**config.mk**
```make
export PLATFORM = sky130hd
export DESIGN_NAME = radix4_mult_seq
export DESIGN_NICKNAME = d
export VERILOG_FILES = /design/src/rtl/radix4_mult_pkg.sv /design/src/rtl/booth4_enc.sv /design/src/rtl/radix4_mult_seq.sv
export SDC_FILE = /design/constraint.sdc
export NUM_CORES = 1
export LEC_CHECK = 0
export CORE_AREA = 4 4 128 142
export DETAILED_ROUTE_END_ITERATION = 12
export DIE_AREA = 0 0 132 146
export PLACE_DENSITY_LB_ADDON = 0.08
export SLEW_MARGIN = 15
export SYNTH_ARGS = -nofsm -noshare
export SYNTH_HDL_FRONTEND = slang
export SYNTH_HIERARCHICAL = 1
export SYNTH_SLANG_ARGS = --single-unit
export TNS_END_PERCENT = 20
```
**constraint.sdc**
```tcl
create_clock -name clk -period 3.2 [get_ports clk]
set_clock_uncertainty 0.1 [all_clocks]
set_input_delay 0.48 -clock clk [delete_from_list [all_inputs] [get_ports clk]]
set_output_delay 0.48 -clock clk [all_outputs]
set_load 0.01 [all_outputs]
```
**src/rtl/radix4_mult_pkg.sv**
```systemverilog
// Shared state encoding, Booth digit codes and iteration count for radix4_mult_seq.
// ST_ACC exists only when RADIX4_MAC_EN is defined.
package radix4_mult_pkg;

    typedef enum logic [2:0] {
        ST_IDLE   = 3'd0,
        ST_LOAD_A = 3'd1,
        ST_LOAD_B = 3'd2,
        ST_CALC   = 3'd3,
        ST_OUT    = 3'd4
`ifdef RADIX4_MAC_EN
        , ST_ACC  = 3'd5
`endif
    } state_e;

    typedef enum logic [2:0] {
        DIG_ZERO = 3'd0,
        DIG_P1   = 3'd1,
        DIG_P2   = 3'd2,
        DIG_M2   = 3'd3,
        DIG_M1   = 3'd4
    } booth_digit_e;

    // One iteration per bit pair of the WIDTH+2 extended operand.
    function automatic int unsigned iter_f(input int unsigned width);
        return width / 2 + 1;
    endfunction

endpackage

```
**src/rtl/booth4_enc.sv**
```systemverilog
// Radix-4 Booth encoder: maps {a[1:0], a_prev} and the extended B to the
// signed multiple (0, +-B, +-2B) sign-extended to WIDTH+4 bits.
module booth4_enc
    import radix4_mult_pkg::*;
#(
    parameter int unsigned WIDTH = 8
)
(
    input  logic [2:0]       sel_i,
    input  logic [WIDTH+1:0] b_ext_i,
    output logic [WIDTH+3:0] mult_o_c
);

    localparam int unsigned MW = WIDTH + 4;

    booth_digit_e  digit;
    logic [MW-1:0] b1;
    logic [MW-1:0] b2;

    assign b1 = {{2{b_ext_i[WIDTH+1]}}, b_ext_i};
    assign b2 = {b1[MW-2:0], 1'b0};

    always_comb begin
        digit = DIG_ZERO;
        case (sel_i)
            3'b001, 3'b010: digit = DIG_P1;
            3'b011:         digit = DIG_P2;
            3'b100:         digit = DIG_M2;
            3'b101, 3'b110: digit = DIG_M1;
            default:        digit = DIG_ZERO;
        endcase
    end

    always_comb begin
        mult_o_c = '0;
        case (digit)
            DIG_P1:  mult_o_c = b1;
            DIG_P2:  mult_o_c = b2;
            DIG_M2:  mult_o_c = -b2;
            DIG_M1:  mult_o_c = -b1;
            default: mult_o_c = '0;
        endcase
    end

endmodule

```
**src/rtl/radix4_mult_seq.sv**
```systemverilog
// Sequential radix-4 Booth multiplier: chunked operand load, WIDTH/2+1 cycle
// multiply, chunked product readout. Define RADIX4_MAC_EN for multiply-accumulate.
module radix4_mult_seq
    import radix4_mult_pkg::*;
#(
    parameter int unsigned WIDTH = 8,
    parameter int unsigned IN_W  = 4
)
(
    input  logic                 clk,
    input  logic                 rst,
    input  logic                 start,
    input  logic                 signed_mode,
    input  logic                 ld_a,
    input  logic                 ld_b,
    input  logic [IN_W-1:0]      data_in,
    input  logic                 put_out,
`ifdef RADIX4_MAC_EN
    input  logic                 accumulate,
`endif
    output logic [IN_W-1:0]      data_out,
    output logic [2*WIDTH-1:0]   product,
    output logic                 busy,
    output logic                 done
);

    localparam int unsigned NCHUNK = WIDTH / IN_W;
    localparam int unsigned ITER   = iter_f(WIDTH);
    localparam int unsigned PW     = 2 * WIDTH;
    localparam int unsigned XW     = WIDTH + 2;
    localparam int unsigned HW     = WIDTH + 4;
    localparam int unsigned CNT_W  = $clog2(2 * NCHUNK);
    localparam int unsigned IT_W   = $clog2(ITER);

    state_e            state_q, state_d;
    logic [CNT_W-1:0]  chunk_q, chunk_d;
    logic [CNT_W-1:0]  idx_q, idx_d;
    logic [IT_W-1:0]   iter_q, iter_d;
    logic [WIDTH-1:0]  a_q, a_d;
    logic [WIDTH-1:0]  b_q, b_d;
    logic              sgn_q, sgn_d;
    logic [XW-1:0]     a_sh_q, a_sh_d;
    logic              a_prev_q, a_prev_d;
    logic [HW-1:0]     hi_q, hi_d;
    logic [PW-1:0]     product_q, product_d;
    logic [IN_W-1:0]   data_out_q, data_out_d;
    logic              busy_q, busy_d;
    logic              done_q, done_d;
`ifdef RADIX4_MAC_EN
    logic              acc_q, acc_d;
    logic [PW-1:0]     acc_res_c;
`endif

    logic              last_chunk_c;
    logic              last_iter_c;
    logic              last_idx_c;
    logic [XW-1:0]     b_ext_c;
    logic [HW-1:0]     mult_c;
    logic [HW-1:0]     sum_c;
    logic [HW-1:0]     hi_nx_c;
    logic [XW-1:0]     a_nx_c;
    logic [PW-1:0]     res_c;

    assign last_chunk_c = (chunk_q == CNT_W'(NCHUNK - 1));
    assign last_iter_c  = (iter_q == IT_W'(ITER - 1));
    assign last_idx_c   = (idx_q == CNT_W'(2 * NCHUNK - 1));

    // One Booth step: add the selected multiple, then shift {hi, a} right by two.
    assign b_ext_c = {{2{sgn_q & b_q[WIDTH-1]}}, b_q};
    assign sum_c   = hi_q + mult_c;
    assign hi_nx_c = {{2{sum_c[HW-1]}}, sum_c[HW-1:2]};
    assign a_nx_c  = {sum_c[1:0], a_sh_q[XW-1:2]};
    assign res_c   = {hi_nx_c[WIDTH-3:0], a_nx_c};
`ifdef RADIX4_MAC_EN
    assign acc_res_c = {hi_q[WIDTH-3:0], a_sh_q};
`endif

    booth4_enc #(.WIDTH(WIDTH)) u_enc (
        .sel_i    ({a_sh_q[1:0], a_prev_q}),
        .b_ext_i  (b_ext_c),
        .mult_o_c (mult_c)
    );

    always_ff @(posedge clk) begin
        if (rst) begin
            state_q <= ST_IDLE;
        end else begin
            state_q <= state_d;
        end
    end

    always_comb begin
        state_d = state_q;
        case (state_q)
            ST_IDLE:   if (start) state_d = ST_LOAD_A;
            ST_LOAD_A: if (ld_a && last_chunk_c) state_d = ST_LOAD_B;
            ST_LOAD_B: if (ld_b && last_chunk_c) state_d = ST_CALC;
`ifdef RADIX4_MAC_EN
            ST_CALC:   if (last_iter_c) state_d = acc_q ? ST_ACC : ST_OUT;
            ST_ACC:    state_d = ST_OUT;
`else
            ST_CALC:   if (last_iter_c) state_d = ST_OUT;
`endif
            ST_OUT:    if (put_out && last_idx_c) state_d = ST_IDLE;
            default:   state_d = ST_IDLE;
        endcase
    end

    always_comb begin
        chunk_d   = chunk_q;
        idx_d     = idx_q;
        iter_d    = iter_q;
        a_d       = a_q;
        b_d       = b_q;
        sgn_d     = sgn_q;
        a_sh_d    = a_sh_q;
        a_prev_d  = a_prev_q;
        hi_d      = hi_q;
        product_d = product_q;
`ifdef RADIX4_MAC_EN
        acc_d     = acc_q;
`endif
        case (state_q)
            ST_IDLE: begin
                if (start) begin
                    chunk_d = '0;
                    idx_d   = '0;
                    sgn_d   = signed_mode;
`ifdef RADIX4_MAC_EN
                    acc_d   = accumulate;
`endif
                end
            end
            ST_LOAD_A: begin
                if (ld_a) begin
                    for (int unsigned k = 0; k < NCHUNK; k++) begin
                        if (CNT_W'(k) == chunk_q) a_d[k*IN_W +: IN_W] = data_in;
                    end
                    chunk_d = last_chunk_c ? '0 : chunk_q + CNT_W'(1);
                end
            end
            ST_LOAD_B: begin
                if (ld_b) begin
                    for (int unsigned k = 0; k < NCHUNK; k++) begin
                        if (CNT_W'(k) == chunk_q) b_d[k*IN_W +: IN_W] = data_in;
                    end
                    chunk_d = last_chunk_c ? '0 : chunk_q + CNT_W'(1);
                    // Seed the shift register so CALC starts iterating on its first cycle.
                    if (last_chunk_c) begin
                        a_sh_d   = {{2{sgn_q & a_q[WIDTH-1]}}, a_q};
                        a_prev_d = 1'b0;
                        hi_d     = '0;
                        iter_d   = '0;
                    end
                end
            end
            ST_CALC: begin
                hi_d     = hi_nx_c;
                a_sh_d   = a_nx_c;
                a_prev_d = a_sh_q[1];
                iter_d   = iter_q + IT_W'(1);
                if (last_iter_c) begin
                    iter_d = '0;
                    idx_d  = '0;
`ifdef RADIX4_MAC_EN
                    // With accumulate the old product is kept for the ACC add.
                    if (!acc_q) product_d = res_c;
`else
                    product_d = res_c;
`endif
                end
            end
`ifdef RADIX4_MAC_EN
            ST_ACC: begin
                product_d = product_q + acc_res_c;
            end
`endif
            ST_OUT: begin
                if (put_out) idx_d = last_idx_c ? '0 : idx_q + CNT_W'(1);
            end
            default: begin
                chunk_d = '0;
            end
        endcase

        data_out_d = '0;
        for (int unsigned k = 0; k < 2 * NCHUNK; k++) begin
            if (CNT_W'(k) == idx_d) data_out_d = product_d[k*IN_W +: IN_W];
        end
        busy_d = (state_d != ST_IDLE);
        done_d = (state_d == ST_OUT);
    end

    always_ff @(posedge clk) begin
        if (rst) begin
            chunk_q    <= '0;
            idx_q      <= '0;
            iter_q     <= '0;
            a_q        <= '0;
            b_q        <= '0;
            sgn_q      <= 1'b0;
            a_sh_q     <= '0;
            a_prev_q   <= 1'b0;
            hi_q       <= '0;
            product_q  <= '0;
            data_out_q <= '0;
            busy_q     <= 1'b0;
            done_q     <= 1'b0;
`ifdef RADIX4_MAC_EN
            acc_q      <= 1'b0;
`endif
        end else begin
            chunk_q    <= chunk_d;
            idx_q      <= idx_d;
            iter_q     <= iter_d;
            a_q        <= a_d;
            b_q        <= b_d;
            sgn_q      <= sgn_d;
            a_sh_q     <= a_sh_d;
            a_prev_q   <= a_prev_d;
            hi_q       <= hi_d;
            product_q  <= product_d;
            data_out_q <= data_out_d;
            busy_q     <= busy_d;
            done_q     <= done_d;
`ifdef RADIX4_MAC_EN
            acc_q      <= acc_d;
`endif
        end
    end

    assign data_out = data_out_q;
    assign product  = product_q;
    assign busy     = busy_q;
    assign done     = done_q;

endmodule

```
==> results of run 1 <==
## per-layer routing
layer | vias up | wire length [um] | track usage (%)
met5 | - | 0 | 0
met4 | 0 | 302 | 5.147
met3 | 20 | 357 | 1.867
met2 | 63 | 6497 | 23.46
met1 | 1881 | 5712 | 16.13
li1 | 1951 | - | -
## state kept, by name (all words and copies together) (netlist names)
name	count
data_out	4
iter_q	3
busy	1
idx_q	2
chunk_q	2
sgn_q	1
b_q	8
hi_q	10
product	16
state_q	3
a_sh_q	10
a_prev_q	1
a_q	8
done	1
## worst max path at each step
stage | endpoint | startpoint | cells past startpoint | slack (ns)
finish | hi_q[10]$_SDFFE_PP0P_ | b_q[1]$_SDFFE_PP0P_ | 14 | 0.05
floorplan | hi_q[7]$_SDFFE_PP0P_ | b_q[0]$_SDFFE_PP0P_ | 11 | 0.12
global placement | data_out[1]$_SDFF_PP0_ | b_q[0]$_SDFFE_PP0P_ | 13 | -0.01
global route | hi_q[10]$_SDFFE_PP0P_ | b_q[0]$_SDFFE_PP0P_ | 14 | -0.15
detailed placement | hi_q[10]$_SDFFE_PP0P_ | b_q[0]$_SDFFE_PP0P_ | 13 | -0.07
CTS | hi_q[7]$_SDFFE_PP0P_ | b_q[0]$_SDFFE_PP0P_ | 12 | 0.01
## cells in the final DEF (no fill, tap or decap), types with 9 or more instances in the layout
cell type        count
mux2i_1             18
nor2_1              39
clkdlybuf4s50_1     31
buf_4               44
nor2b_1             10
nor3_1              11
nand2_1             85
clkbuf_16            9
dfxtp_1             66
o21ai_0             14
a21oi_1             48
ha_1                13
nand3_1             20
## final cells by class
| class | count | area (sq um) | share of cell area (%) |
|---|---|---|---|
| Multi-Input combinational cell | 399 | 2621 | 49.03 |
| Sequential cell | 70 | 1406 | 26.30 |
| Clock inverter | 5 | 128.9 | 2.410 |
| Inverter | 11 | 41.29 | 0.7723 |
| Clock buffer | 11 | 242.7 | 4.540 |
| Tap cell | 208 | 260.3 | 4.868 |
| Timing Repair Buffer | 76 | 645.6 | 12.08 |
## stage by stage
step,utilization [%],TNS (ns)
finish,31.77,0
global route,31.77,-0.4920
CTS,31.26,0
detailed placement,28.87,-0.2583
global placement,28.87,-0.01379
floorplan,-,0
## power by group through the flow
stage	clock, mW	combinational [mW]	sequential, mW
final	1.27	0.102	0.890
after global routing	1.32	0.114	0.891
after CTS	1.29	0.103	0.890
after detailed placement	0	0.103	0.909
after global placement	0	0.102	0.909
after floorplan	0	0.0647	0.905
## cell families (layout without fill, tap and decap cells)
family	count (synthesis)	count (layout)	synth area share (%)
muxes	22	22	5.418
DFF	70	70	33.90
adders and majority gates	16	16	5.024
buffers and inverters	44	103	5.024
and+or+nand+nor	217	217	26.85
xor gates and xnor gates	15	15	3.178
AOI/OAI and AO/OA	129	129	20.61
## what timing repair did
action | 4_1_cts | 5_1_grt
setup endpoints to repair | 5 | 8
pin swaps | 2 | 6
setup buffers | 0 | 2
gates resized for setup | 7 | 17
## critical path, cell delays in order, from the launching register on
cell	delay (ns)
dfxtp_2	0.36
inv_2	0.05
ha_4	0.17
xnor2_2	0.15
nand3b_1	0.10
a21oi_1	0.07
a311o_1	0.33
ha_1	0.30
a21oi_1	0.16
nor2b_1	0.06
a311o_2	0.45
a2111oi_4	0.40
or3_1	0.17
a2111o_1	0.10
nand3_2	0.06
==> key figures, run 1 <==
Yosys
  – Synth unique cells: a little under 70
  – Syn Area/Cell: 8.058 sq um
  – Post-synth top area share: 33.90%
  – Register area share after synthesis: 33.90%
  – Async SR Flop Fraction: 0%
  – Synth Instances: 513
  – Yosys warning count: 6
  – Most frequent cells after synthesis: nand2_1, dfxtp_1, a21oi_1
  – Area contributors post-synth: dfxtp_1, nand2_1, a21oi_1
  – Main synth FF type: dfxtp_1
  – Count leader, synth: nand2_1
  – EDFF count, synth: 0
  – Post-synth top area cell: dfxtp_1
  – #FFs+latches synth: 70
  – Net Count, Synth: 540
  – Post-Syn Area: approximately 4100 sq um

Clock network
  – CTS Hold Bufs: 0
  – CTS clk-pin slew, worst paths: ~0.060 ns
  – TritonCTS Sinks: 70
  – CTS max path bufs: 2
  – Inserted Clock Buffers: 9
  – Clock Tree Root: clkbuf_16
  – CTS tree: done
  – Worst-Skew Late Latency: between 0.3 and 0.4 ns
  – CTS H-tree lvls: 3

Route
  – Routed Antenna Nets: 0
  – Routed wire length: between 10000 and 15000 um
  – DR vias/cell: 5.019
  – Remaining DRCs: 0
  – Wire per inst: 16.50 um
  – DR pass1 iterations: 4
  – 1st-iter DRT viols: 177
  – Vias: 3915

Worst setup path
  – Crit-path max FO: 4
  – Reg2Reg Setup Slack: 0.05 ns
  – Worst flop-to-flop path startpoint: b_q[1]$_SDFFE_PP0P_
  – Worst EP arrival: 3.26 ns
  – Crit Path Category: flop to flop
  – Nature of the critical path startpoint: flop
  – RR Endpoint: hi_q[10]$_SDFFE_PP0P_
  – Worst-case reg-to-reg path depth: 14
  – Crit path capture type: flop
  – Worst EP required: 3.31 ns

Placed design
  – Port Buffer Count: 32
  – Placed cells: roughly 760
  – GPL Wtd Cong: 0.8297
  – Placed cell areas: between 4000 and 5000 sq um
  – Setup WS pre-CTS: -0.07159 ns
  – Post-DP HPWL: 9490 um

Global route
  – Maximum number of pins on one net before global-route repair: 39
  – First-pass GRT wire length: 20510 um
  – Antenna violations before repair: 0
  – Grt ovf: 0
  – Vias in the first global route: 3865
  – Total GRT Usage: 13.24%

Power
  – Sw Ratio: 20.78%
  – Peak supply drop: 306.8 uV
  – Clk network pwr share: 56.1%
  – Sw Pwr: 469.0 uW
  – Power per standard cell area: between 400 and 500 nW/um^2
  – Reg power frac: 39.4%
  – Power Internal: about 1.8 mW
  – Gate power share: 4.5%
  – Leakage: 2.020 nW
  – Total Power: between 2 and 2.5 mW

Floorplanning
  – Die W: 132 um
  – Top-level port count: 33
  – # rows: 50
  – Core Area: about 17000 sq um
  – Die area: approximately 19000 sq um
  – Die height: ~150 um
  – Starting Density: roughly 25%

Finish
  – Ant diodes: 0
  – Share of layout cells above drive strength 1: 16.96%
  – P&R area growth vs syn: 29.33%
  – Layout filler cell count: around 1800
  – Nets@finish: 594
  – Final instance area: 5346 sq um
  – Fin cells: 780

STA
  – Final min period: around 3.1 ns
  – Period Utilization, post-route: between 90% and 100%
  – Highest clock rate: between 300 and 400 MHz
  – RSZ-0062 raised after global routing: yes
  – Slew margin rel.: around 50%
  – Final hold viol count: 0
  – Final setup viols: 0
  – Slew Limit Fails: 0
  – Worst Max-Slew Pin Slew: 0.7645 ns
  – Hold WS: 0.3588 ns
  – Final Worst Setup Slack: about 0.054 ns

Outcome
  – Status: complete, no violations

Min path
  – Hold Path Origin: a_q[1]$_SDFFE_PP0P_
  – Hold Crit Endpoint: a_q[1]$_SDFFE_PP0P_
  – Hold crit path type: flop to flop
  – Hold path depth: 2

Job
  – Max-cap violations: 0
Power figures use the tool's default switching activity.
==> run 2: changes to the inputs <==
==> constraint.sdc (replaced) <==
create_clock -name clk -period 3 [get_ports clk]
set_clock_uncertainty 0.1 [all_clocks]
set_input_delay 0.45 -clock clk [delete_from_list [all_inputs] [get_ports clk]]
set_output_delay 0.45 -clock clk [all_outputs]
set_load 0.01 [all_outputs]
==> key figures, run 2 (same netlist as run 1, synthesis figures left out) <==
Route
  – Remaining DRCs: 0 (unchanged)
  – Routed wire length: 12990 um (was 12870 um)
  – DR vias/cell: 4.929 (was 5.019)
  – DR pass1 iterations: 4 (unchanged)
  – Wire per inst: 15.90 um (was 16.50 um)
  – Routed Antenna Nets: 0 (unchanged)
  – 1st-iter DRT viols: 163 (was 177)
  – Vias: 4027 (was 3915)

Power
  – Leakage: 2.178 nW (was 2.020 nW)
  – Sw Ratio: 21.87% (was 20.78%)
  – Sw Pwr: 487.6 uW (was 469.0 uW)
  – Power per standard cell area: 392.3 nW/um^2 (was 422.2 nW/um^2)
  – Total Power: 2.230 mW (was 2.257 mW)
  – Power Internal: 1.742 mW (was 1.788 mW)
  – Reg power frac: 42.5% (was 39.4%)
  – Peak supply drop: 170.0 uV (was 306.8 uV)
  – Gate power share: 5.2% (was 4.5%)
  – Clk network pwr share: 52.3% (was 56.1%)

Finish
  – P&R area growth vs syn: 37.47% (was 29.33%)
  – Nets@finish: 631 (was 594)
  – Share of layout cells above drive strength 1: 24.63% (was 16.96%)
  – Max FFs per register: 16 (unchanged)
  – Commonest non-fill, non-tap cell in the layout: nand2_1 (unchanged)
  – Most frequent cells in the layout: nand2_1, buf_4, dfxtp_1 (was nand2_1, dfxtp_1, a21oi_1)
  – Util after Layout: 33.77% (was 31.77%)
  – Final instance area: 5683 sq um (was 5346 sq um)
  – Fin cells: 817 (was 780)
  – Ant diodes: 0 (unchanged)

Placed design
  – Post-DP HPWL: 9663 um (was 9490 um)
  – Placed cell areas: 5139 sq um (was 4858 sq um)
  – Port Buffer Count: 32 (unchanged)
  – GPL Wtd Cong: 0.8030 (was 0.8297)
  – Placed cells: 797 (was 762)

Worst setup path
  – Worst-case reg-to-reg path depth: 13 (was 14)
  – Crit path capture type: flop (unchanged)
  – Nature of the critical path startpoint: flop (unchanged)
  – Worst path slowest cell: a311o_2 (unchanged)
  – WP buf/inv: 3 (was 1)
  – Critical path, cell by cell: inv_2, ha_4, nor4b_4, buf_4, nor4_2, or3_4, ha_4, nor2b_4, a311o_2, buf_6, a31oi_4, o21ai_2, a221o_1 (was inv_2, ha_4, xnor2_2, nand3b_1, a21oi_1, a311o_1, ha_1, a21oi_1, nor2b_1, a311o_2, a2111oi_4, or3_1, a2111o_1, nand3_2)
  – Crit path top cell by count: ha_4 (was a21oi_1)
  – Crit Path Category: flop to flop (unchanged)
  – CP top delay family: compound AO/OA/AOI/OAI gates (unchanged)
  – Critical path's largest stage delay: 0.41 ns (was 0.45 ns)
  – Worst path depth: 13 (was 14)
  – Reg2Reg Setup Slack: -0.12 ns (was 0.05 ns)
  – Worst EP required: 3.12 ns (was 3.31 ns)
  – Worst EP arrival: 3.24 ns (was 3.26 ns)
  – Crit-path max FO: 3 (was 4)

Clock network
  – CTS H-tree lvls: 3 (unchanged)
  – CTS max path bufs: 2 (unchanged)
  – TritonCTS Sinks: 70 (unchanged)
  – Inserted Clock Buffers: 9 (unchanged)
  – Clock Tree Root: clkbuf_16 (unchanged)
  – Worst-Skew Late Latency: 0.33 ns (about the same)
  – CTS tree: done (unchanged)
  – CTS clk-pin slew, worst paths: 0.06 ns (about the same)

STA
  – Worst Max-Slew Pin Slew: 0.6922 ns (was 0.7645 ns)
  – Final hold viol count: 0 (unchanged)
  – Period Utilization, post-route: 104.0% (was 98.31%)
  – Highest clock rate: 320.5 MHz (was 317.9 MHz)
  – RSZ-0062 raised after global routing: yes (unchanged)
  – Slew Limit Fails: 0 (unchanged)
  – Final setup viols: 6 (was 0)
  – Slew margin rel.: 53.85% (was 49.03%)
  – Final min period: 3.120 ns (was 3.146 ns)
  – Final Worst Setup Slack: -0.1199 ns (was 0.05410 ns)

Global route
  – First-pass GRT wire length: 21250 um (was 20510 um)
  – Total GRT Usage: 13.70% (was 13.24%)
  – Grt ovf: 0 (unchanged)
  – Maximum number of pins on one net before global-route repair: 33 (was 39)
  – Vias in the first global route: 4100 (was 3865)
  – Antenna violations before repair: 0 (unchanged)

Floorplanning
  – Die height: 146 um (unchanged)
  – Die W: 132 um (unchanged)
  – # rows: 50 (unchanged)
  – Die area: 19270 sq um (unchanged)
  – Core Area: 16830 sq um (unchanged)
  – Top-level port count: 33 (unchanged)
  – Starting Density: 24.57% (unchanged)

Min path
  – Hold path depth: 2 (unchanged)
  – Hold crit path type: flop to flop (unchanged)

Job
  – Max-cap violations: 0 (unchanged)

Outcome
  – Failing checks: setup timing
  – Status: complete, but fails checks (was complete, no violations)
==> run 2: tightest hold or removal path, delay by kind of cell (launching register included) <==
family           cells  cell delay [ns]
flip-flops           1             0.31
AND/OR/NAND/NOR      1             0.05
AO/OA/AOI/OAI        1             0.05
==> run 2: layout make-up <==
type	count	area, sq um
fillers	1770	11150
multi-input cells	399	2719
flip-flops and latches	70	1411
repair buffers	113	927.1
well taps	208	260.3
clock buffers	11	242.7
clock inverters	5	81.33
inverters	11	41.29
==> run 2: final timing paths <==
| check | startpoint | to |
|---|---|---|
| setup / recovery | b_q[0]$_SDFFE_PP0P_ | hi_q[7]$_SDFFE_PP0P_ |
| hold / removal | a_q[2]$_SDFFE_PP0P_ | a_q[2]$_SDFFE_PP0P_ |
| setup reg to reg | b_q[0]$_SDFFE_PP0P_ | hi_q[7]$_SDFFE_PP0P_ |
| hold reg to reg | a_q[2]$_SDFFE_PP0P_ | a_q[2]$_SDFFE_PP0P_ |
==> run 2: what timing repair did <==
item	CTS	global route
pin swaps	5	9
hold buffers	0	0
endpoints found under the setup margin	11	10
buffers inserted	2	3
resized for setup	19	23
==> run 2: stage by stage <==
stage | setup TNS [ns] | hold slack (ns) | worst slack, ns
after floorplan | 0 | 0.3366 | 0.01286
after CTS | -0.2046 | 0.3576 | -0.07259
final | -0.3867 | 0.3575 | -0.1199
after global routing | -1.428 | 0.3776 | -0.2146
after global placement | -0.9234 | 0.3498 | -0.2305
after detailed placement | -0.8059 | 0.3498 | -0.1911
==> run 2: power groups by stage <==
stage               Sequential [mW]  Clock [mW]  Combinational [mW]
global placement              0.969           0               0.115
floorplan                     0.965           0              0.0691
CTS                           0.949        1.20               0.118
global route                  0.949        1.24               0.129
finish                        0.948        1.17               0.116
detailed placement            0.970           0               0.116
==> run 2: metal layers <==
| layer | global-route usage, % | up-vias | wire [um] |
|---|---|---|---|
| met5 | 0 | - | 0 |
| met4 | 5.830 | 0 | 393 |
| met3 | 2.213 | 16 | 326 |
| met2 | 24.20 | 59 | 6522 |
| met1 | 16.38 | 1927 | 5747 |
| li1 | - | 2025 | - |
